$ cat src/rtl/seq_magnitude_comparator.sv
// seq_magnitude_comparator: multi-cycle MSB-first magnitude compare of two WIDTH-bit operands, STEP bits per clock, early exit
// Ports: clock/reset_n (async active-low); start/abort/signed_mode/a/b request inputs;
//        busy (SCAN), done (one-cycle pulse), a_gt_b/a_lt_b/a_eq_b registered result flags held until next accept
module seq_magnitude_comparator #(
  parameter int WIDTH = 8,
  parameter int STEP  = 2
) (
  input  logic             clock,
  input  logic             reset_n,
  input  logic             start,
  input  logic             abort,
  input  logic             signed_mode,
  input  logic [WIDTH-1:0] a,
  input  logic [WIDTH-1:0] b,
  output logic             busy,
  output logic             done,
  output logic             a_gt_b,
  output logic             a_lt_b,
  output logic             a_eq_b
);
  localparam int NG = WIDTH / STEP;
  localparam int CW = NG > 1 ? $clog2(NG) : 1;
  localparam logic [WIDTH-1:0] MSB_M = WIDTH'(1) << (WIDTH - 1);
  if (WIDTH < 2 || STEP < 1 || STEP > WIDTH || WIDTH % STEP != 0) begin : g_bad_params
    $error("seq_magnitude_comparator: illegal WIDTH/STEP");
  end
  typedef enum logic [1:0] {IDLE, SCAN, DONE} state_t;
  state_t state_q, state_d;
  logic [WIDTH-1:0] sa_q, sa_d, sb_q, sb_d;
  logic [CW-1:0] cnt_q, cnt_d;
  logic gt_q, gt_d, lt_q, lt_d, eq_q, eq_d;
  logic [STEP-1:0] ga, gb;
  logic last, diff;
  assign ga   = sa_q[WIDTH-1 -: STEP];
  assign gb   = sb_q[WIDTH-1 -: STEP];
  assign diff = ga != gb;
  assign last = cnt_q == CW'(NG - 1);
  always_ff @(posedge clock or negedge reset_n) begin
    if (!reset_n) state_q <= IDLE;
    else          state_q <= state_d;
  end
  always_comb begin
    state_d = state_q;
    case (state_q)
      IDLE:    state_d = start ? SCAN : IDLE;
      SCAN:    state_d = abort ? IDLE : (diff || last) ? DONE : SCAN;
      DONE:    state_d = IDLE;
      default: state_d = IDLE;
    endcase
  end
  always_comb begin
    busy   = state_q == SCAN;
    done   = state_q == DONE;
    a_gt_b = gt_q;
    a_lt_b = lt_q;
    a_eq_b = eq_q;
  end
  // Flipping the MSB maps two's complement onto offset binary, so the scan is always unsigned.
  always_comb begin
    sa_d  = sa_q;
    sb_d  = sb_q;
    cnt_d = cnt_q;
    gt_d  = gt_q;
    lt_d  = lt_q;
    eq_d  = eq_q;
    if (state_q == IDLE && start) begin
      sa_d  = signed_mode ? a ^ MSB_M : a;
      sb_d  = signed_mode ? b ^ MSB_M : b;
      cnt_d = '0;
      gt_d  = 1'b0;
      lt_d  = 1'b0;
      eq_d  = 1'b0;
    end else if (state_q == SCAN && !abort) begin
      if (diff) begin
        gt_d = ga > gb;
        lt_d = ga < gb;
      end else if (last) begin
        eq_d = 1'b1;
      end else begin
        sa_d  = sa_q << STEP;
        sb_d  = sb_q << STEP;
        cnt_d = cnt_q + CW'(1);
      end
    end
  end
  always_ff @(posedge clock or negedge reset_n) begin
    if (!reset_n) begin
      sa_q  <= '0;
      sb_q  <= '0;
      cnt_q <= '0;
      gt_q  <= 1'b0;
      lt_q  <= 1'b0;
      eq_q  <= 1'b0;
    end else begin
      sa_q  <= sa_d;
      sb_q  <= sb_d;
      cnt_q <= cnt_d;
      gt_q  <= gt_d;
      lt_q  <= lt_d;
      eq_q  <= eq_d;
    end
  end
endmodule

$ cat config.mk
export PLATFORM = sky130hd
export DESIGN_NAME = seq_magnitude_comparator
export DESIGN_NICKNAME = d
export VERILOG_FILES = /design/src/rtl/seq_magnitude_comparator.sv
export SDC_FILE = /design/constraint.sdc
export NUM_CORES = 1
export LEC_CHECK = 0
export CAP_MARGIN = 10
export CORE_AREA = 2 2 54 56
export DETAILED_ROUTE_END_ITERATION = 12
export DIE_AREA = 0 0 56 58
export PLACE_DENSITY = 0.8
export SLEW_MARGIN = 30
export SYNTH_ARGS = -nofsm -noshare
export SYNTH_HDL_FRONTEND = slang
export SYNTH_SLANG_ARGS = --single-unit
$ cat constraint.sdc
create_clock -name clock -period 2.35 [get_ports clock]
set_clock_uncertainty 0.2 [all_clocks]
set_input_delay 0.47 -clock clock [delete_from_list [all_inputs] [get_ports clock]]
set_output_delay 0.47 -clock clock [all_outputs]
set_load 0.1 [all_outputs]
==> results.cfg <==
[global_route]
globalRoute.totalOverflow = 0
antenna_found_initial = 0
grt_max_degree = 24
grt_util_all_layers_pct = 17.2
wire_length_of_the_first_global_routing_pass_um = 4430
first_global_vias = 1010

[layout]
finish.net_count = 172
area.growth.synth_to_final_pct = 27.6
diodes = 0
layout-drive-gt1-share_pct = 12.2

[cts]
clock_insertion_delay_worst_skew_ns = 0.31
clk_pin_slew_worst_paths_ns = 0.13
tritoncts = built
cts.repair_timing.setup_buffer_count = 0
cts_buffers = 3
clock_tree.root_cell = sky130_fd_sc_hd__clkbuf_4
holdBufCountCts = 0
clock_sink_count = 23
h_tree_level_count = 1
ctsResizeCount = 0
clk_path_buf_depth = 2

[logic_synthesis]
synth_seq_area_share_pct = 49.5
postSynthCellCount = 123
syn_area_per_cell_um2 = 9.45
fraction_of_post_synthesis_cell_area_in_the_top_cell_type_by_area_pct = 49.5
synth_top_cells_by_area = sky130_fd_sc_hd__dfrtp_1 (50%), sky130_fd_sc_hd__nand2_1 (9.0%), sky130_fd_sc_hd__nand3_1 (5.6%)
synth.distinct_cells = 33
synthesis.area_mm2 = 0.00116
synth.ff_latch_count = 23
syn_nets = 147
synth_largest_area_cell = sky130_fd_sc_hd__dfrtp_1
syn_warnings = 0

[timing]
worst_slew_pin_slew_ns = 0.516
drv_slew = 0
hold_violations = 0
worst_slew_margin_rel_pct = 65.6
fmax_mhz = 508
final-setup-viol-count = 0
fin_tns_setup_ns = 0
timing.final.crit_share_pct = 83.8
layout_min_cycle_time_ns = 1.97
grt_setup_unrepaired = no

[drt]
remaining_drc_errors = 0
route.detailed.vias_per_inst = 5.50
detailedRoute.firstPassIterationCount = 4
drt-total-wl_um = 2370
detail_route.iter0.violations = 28
num_vias = 979
route.detailed.wl_per_inst_um = 13.3
route.antenna.remaining_nets = 0

[setup_path]
startpoint_type_of_the_worst_setup_path = input port
max_stage_delay_ns = 0.52
critPathArrivalTime_ns = 1.95
critical_path_maximum_fanout = 15
setup.worst_path.end_class = flip-flop
timing.critical_path.cells = clkdlybuf4s50_1 -> or3b_1 -> nor2_4 -> o311ai_0
path_delay_family = simple AND/OR/NAND/NOR gates
worst_path_max_delay_cell = sky130_fd_sc_hd__or3b_1
worst-setup-path-type = in -> reg
cp.required_ns = 2.33
path_buf_inv = 1

[die]
start_util_pct = 43.7
overall_die_area_mm2 = 0.00325
die-height_um = 58
row_count = 19
core_mm2 = 0.00266
io-pin-count = 26
die_x_um = 56

[placed_design]
dp.final_hpwl_um = 1700
port_buf_inserts = 25
routabilityCongestion = 0.745

[pwr]
power_density_mw_per_mm2 = 1260
vdd_ir_drop_max_mv = 1.09
power.total_mw = 1.87
p_leak_nw = 0.624

[run]
max_cap_violations = 0

[worst_hold_path]
timing.hold.worst.class = in -> async

[status]
outcome = finished, final reports clean
[cell usage after synthesis (all sizes together)]
cell type	number
a2111oi	1
a21boi	1
a21oi	3
a31oi	2
and2	1
and2b	1
and3b	1
buf	6
clkbuf	3
dfrtp	23
ha	3
inv	3
nand2	28
nand3	13
nand3b	1
nor2	4
nor2b	1
nor3	1
nor3b	2
o211ai	8
o21a	1
o21ai	8
o221ai	1
o311ai	2
or3	1
or3b	2
xnor2	1
xor2	1
[worst register-to-register path, delay by kind of cell, from the launching register on]
family,cells,cell delay (ns)
compound gates,1,0.19
fa+ha+maj,1,0.39
flops,1,0.42
simple gates,2,0.65
[registers in the layout (all words and copies together) (netlist names)]
| register | count |
|---|---|
| sb_q | 8 |
| state_q | 2 |
| a_eq_b | 1 |
| cnt_q | 2 |
| a_gt_b | 1 |
| sa_q | 8 |
| a_lt_b | 1 |
[kinds of logic (layout without fill, tap and decap cells)]
family,Yosys count,in the layout,synth area share (%)
AND/OR/NAND/NOR,56,56,23.9
AO/OA/AOI/OAI,27,27,16.9
flip-flops,23,23,49.5
buffers and inverters,12,36,4.95
adder cells (fa/ha/maj),3,3,3.23
XOR/XNOR,2,2,1.51
[stage by stage]
stage | setup slack [ns] | util, % | area [um2] | instances | hold WS (ns)
2_1_floorplan | 0.451 | - | 1160 | 123 | -0.0256
3_3_place_gp | 0.0878 | 54.7 | 1460 | 174 | 0.278
4_1_cts | 0.381 | 55.7 | 1480 | 178 | 0.295
3_5_place_dp | 0.0499 | 54.7 | 1460 | 174 | 0.293
6_report | 0.380 | 55.7 | 1480 | 178 | 0.293
5_1_grt | 0.259 | 55.7 | 1480 | 178 | 0.289
[cell usage in the layout, fill, tap and decap left out]
| cell type | n |
|---|---|
| sky130_fd_sc_hd__a2111oi_4 | 1 |
| sky130_fd_sc_hd__a21boi_0 | 1 |
| sky130_fd_sc_hd__a21oi_1 | 3 |
| sky130_fd_sc_hd__a31oi_1 | 2 |
| sky130_fd_sc_hd__and2_1 | 1 |
| sky130_fd_sc_hd__and2b_1 | 1 |
| sky130_fd_sc_hd__and3b_1 | 1 |
| sky130_fd_sc_hd__buf_12 | 2 |
| sky130_fd_sc_hd__buf_4 | 7 |
| sky130_fd_sc_hd__clkbuf_4 | 3 |
| sky130_fd_sc_hd__clkdlybuf4s50_1 | 20 |
| sky130_fd_sc_hd__clkinv_2 | 1 |
| sky130_fd_sc_hd__dfrtp_1 | 23 |
| sky130_fd_sc_hd__ha_1 | 3 |
| sky130_fd_sc_hd__inv_1 | 3 |
| sky130_fd_sc_hd__nand2_1 | 28 |
| sky130_fd_sc_hd__nand3_1 | 13 |
| sky130_fd_sc_hd__nand3b_1 | 1 |
| sky130_fd_sc_hd__nor2_1 | 3 |
| sky130_fd_sc_hd__nor2_4 | 1 |
| sky130_fd_sc_hd__nor2b_2 | 1 |
| sky130_fd_sc_hd__nor3_1 | 1 |
| sky130_fd_sc_hd__nor3b_2 | 2 |
| sky130_fd_sc_hd__o211ai_1 | 8 |
| sky130_fd_sc_hd__o21a_1 | 1 |
| sky130_fd_sc_hd__o21ai_0 | 4 |
| sky130_fd_sc_hd__o21ai_1 | 4 |
| sky130_fd_sc_hd__o221ai_1 | 1 |
| sky130_fd_sc_hd__o311ai_0 | 2 |
| sky130_fd_sc_hd__or3_1 | 1 |
| sky130_fd_sc_hd__or3b_1 | 2 |
| sky130_fd_sc_hd__xnor2_1 | 1 |
| sky130_fd_sc_hd__xor2_1 | 1 |
[cell type report]
| type | count | area (um2) |
|---|---|---|
| Sequential cell | 23 | 576 |
| Inverter | 3 | 11.3 |
| Tap cell | 31 | 38.8 |
| Fill cell | 255 | 1180 |
| Clock inverter | 1 | 5.00 |
| Clock buffer | 3 | 22.5 |
| Multi-Input combinational cell | 88 | 537 |
| Timing Repair Buffer | 29 | 293 |
[layer usage]
metal / part of all wire (%) / routed length (um) / global-route usage [%] / vias to the layer above
met1: 45 / 1050 / 20.0 / 466
met3: 5.5 / 130 / 4.91 / 2
met5: 0 / 0 / 0 / -
met2: 49 / 1160 / 31.9 / 32
met4: 0.76 / 18 / 3.06 / 0
li1: - / - / - / 479
[worst paths after layout]
check                      startpoint       end  slack, ns  cells after the start
setup reg to reg              sa_q[7]   sa_q[4]       0.43                      4
max in group asynchronous     reset_n  cnt_q[1]       1.42                      2
min in group clock             a_eq_b    a_eq_b       0.32                      2
setup / recovery                abort   sa_q[6]       0.38                      4
hold / removal                reset_n   sb_q[0]       0.29                      2
hold reg to reg                a_eq_b    a_eq_b       0.32                      2
[power breakdown]
| group | switching (mW) | internal, mW | leakage (nW) |
|---|---|---|---|
| Combinational | 0.670 | 0.356 | 0.315 |
| Sequential | 0.100 | 0.565 | 0.291 |
| Clock | 0.117 | 0.0636 | 0.0177 |
No activity file was read; power rests on OpenSTA's default activity.
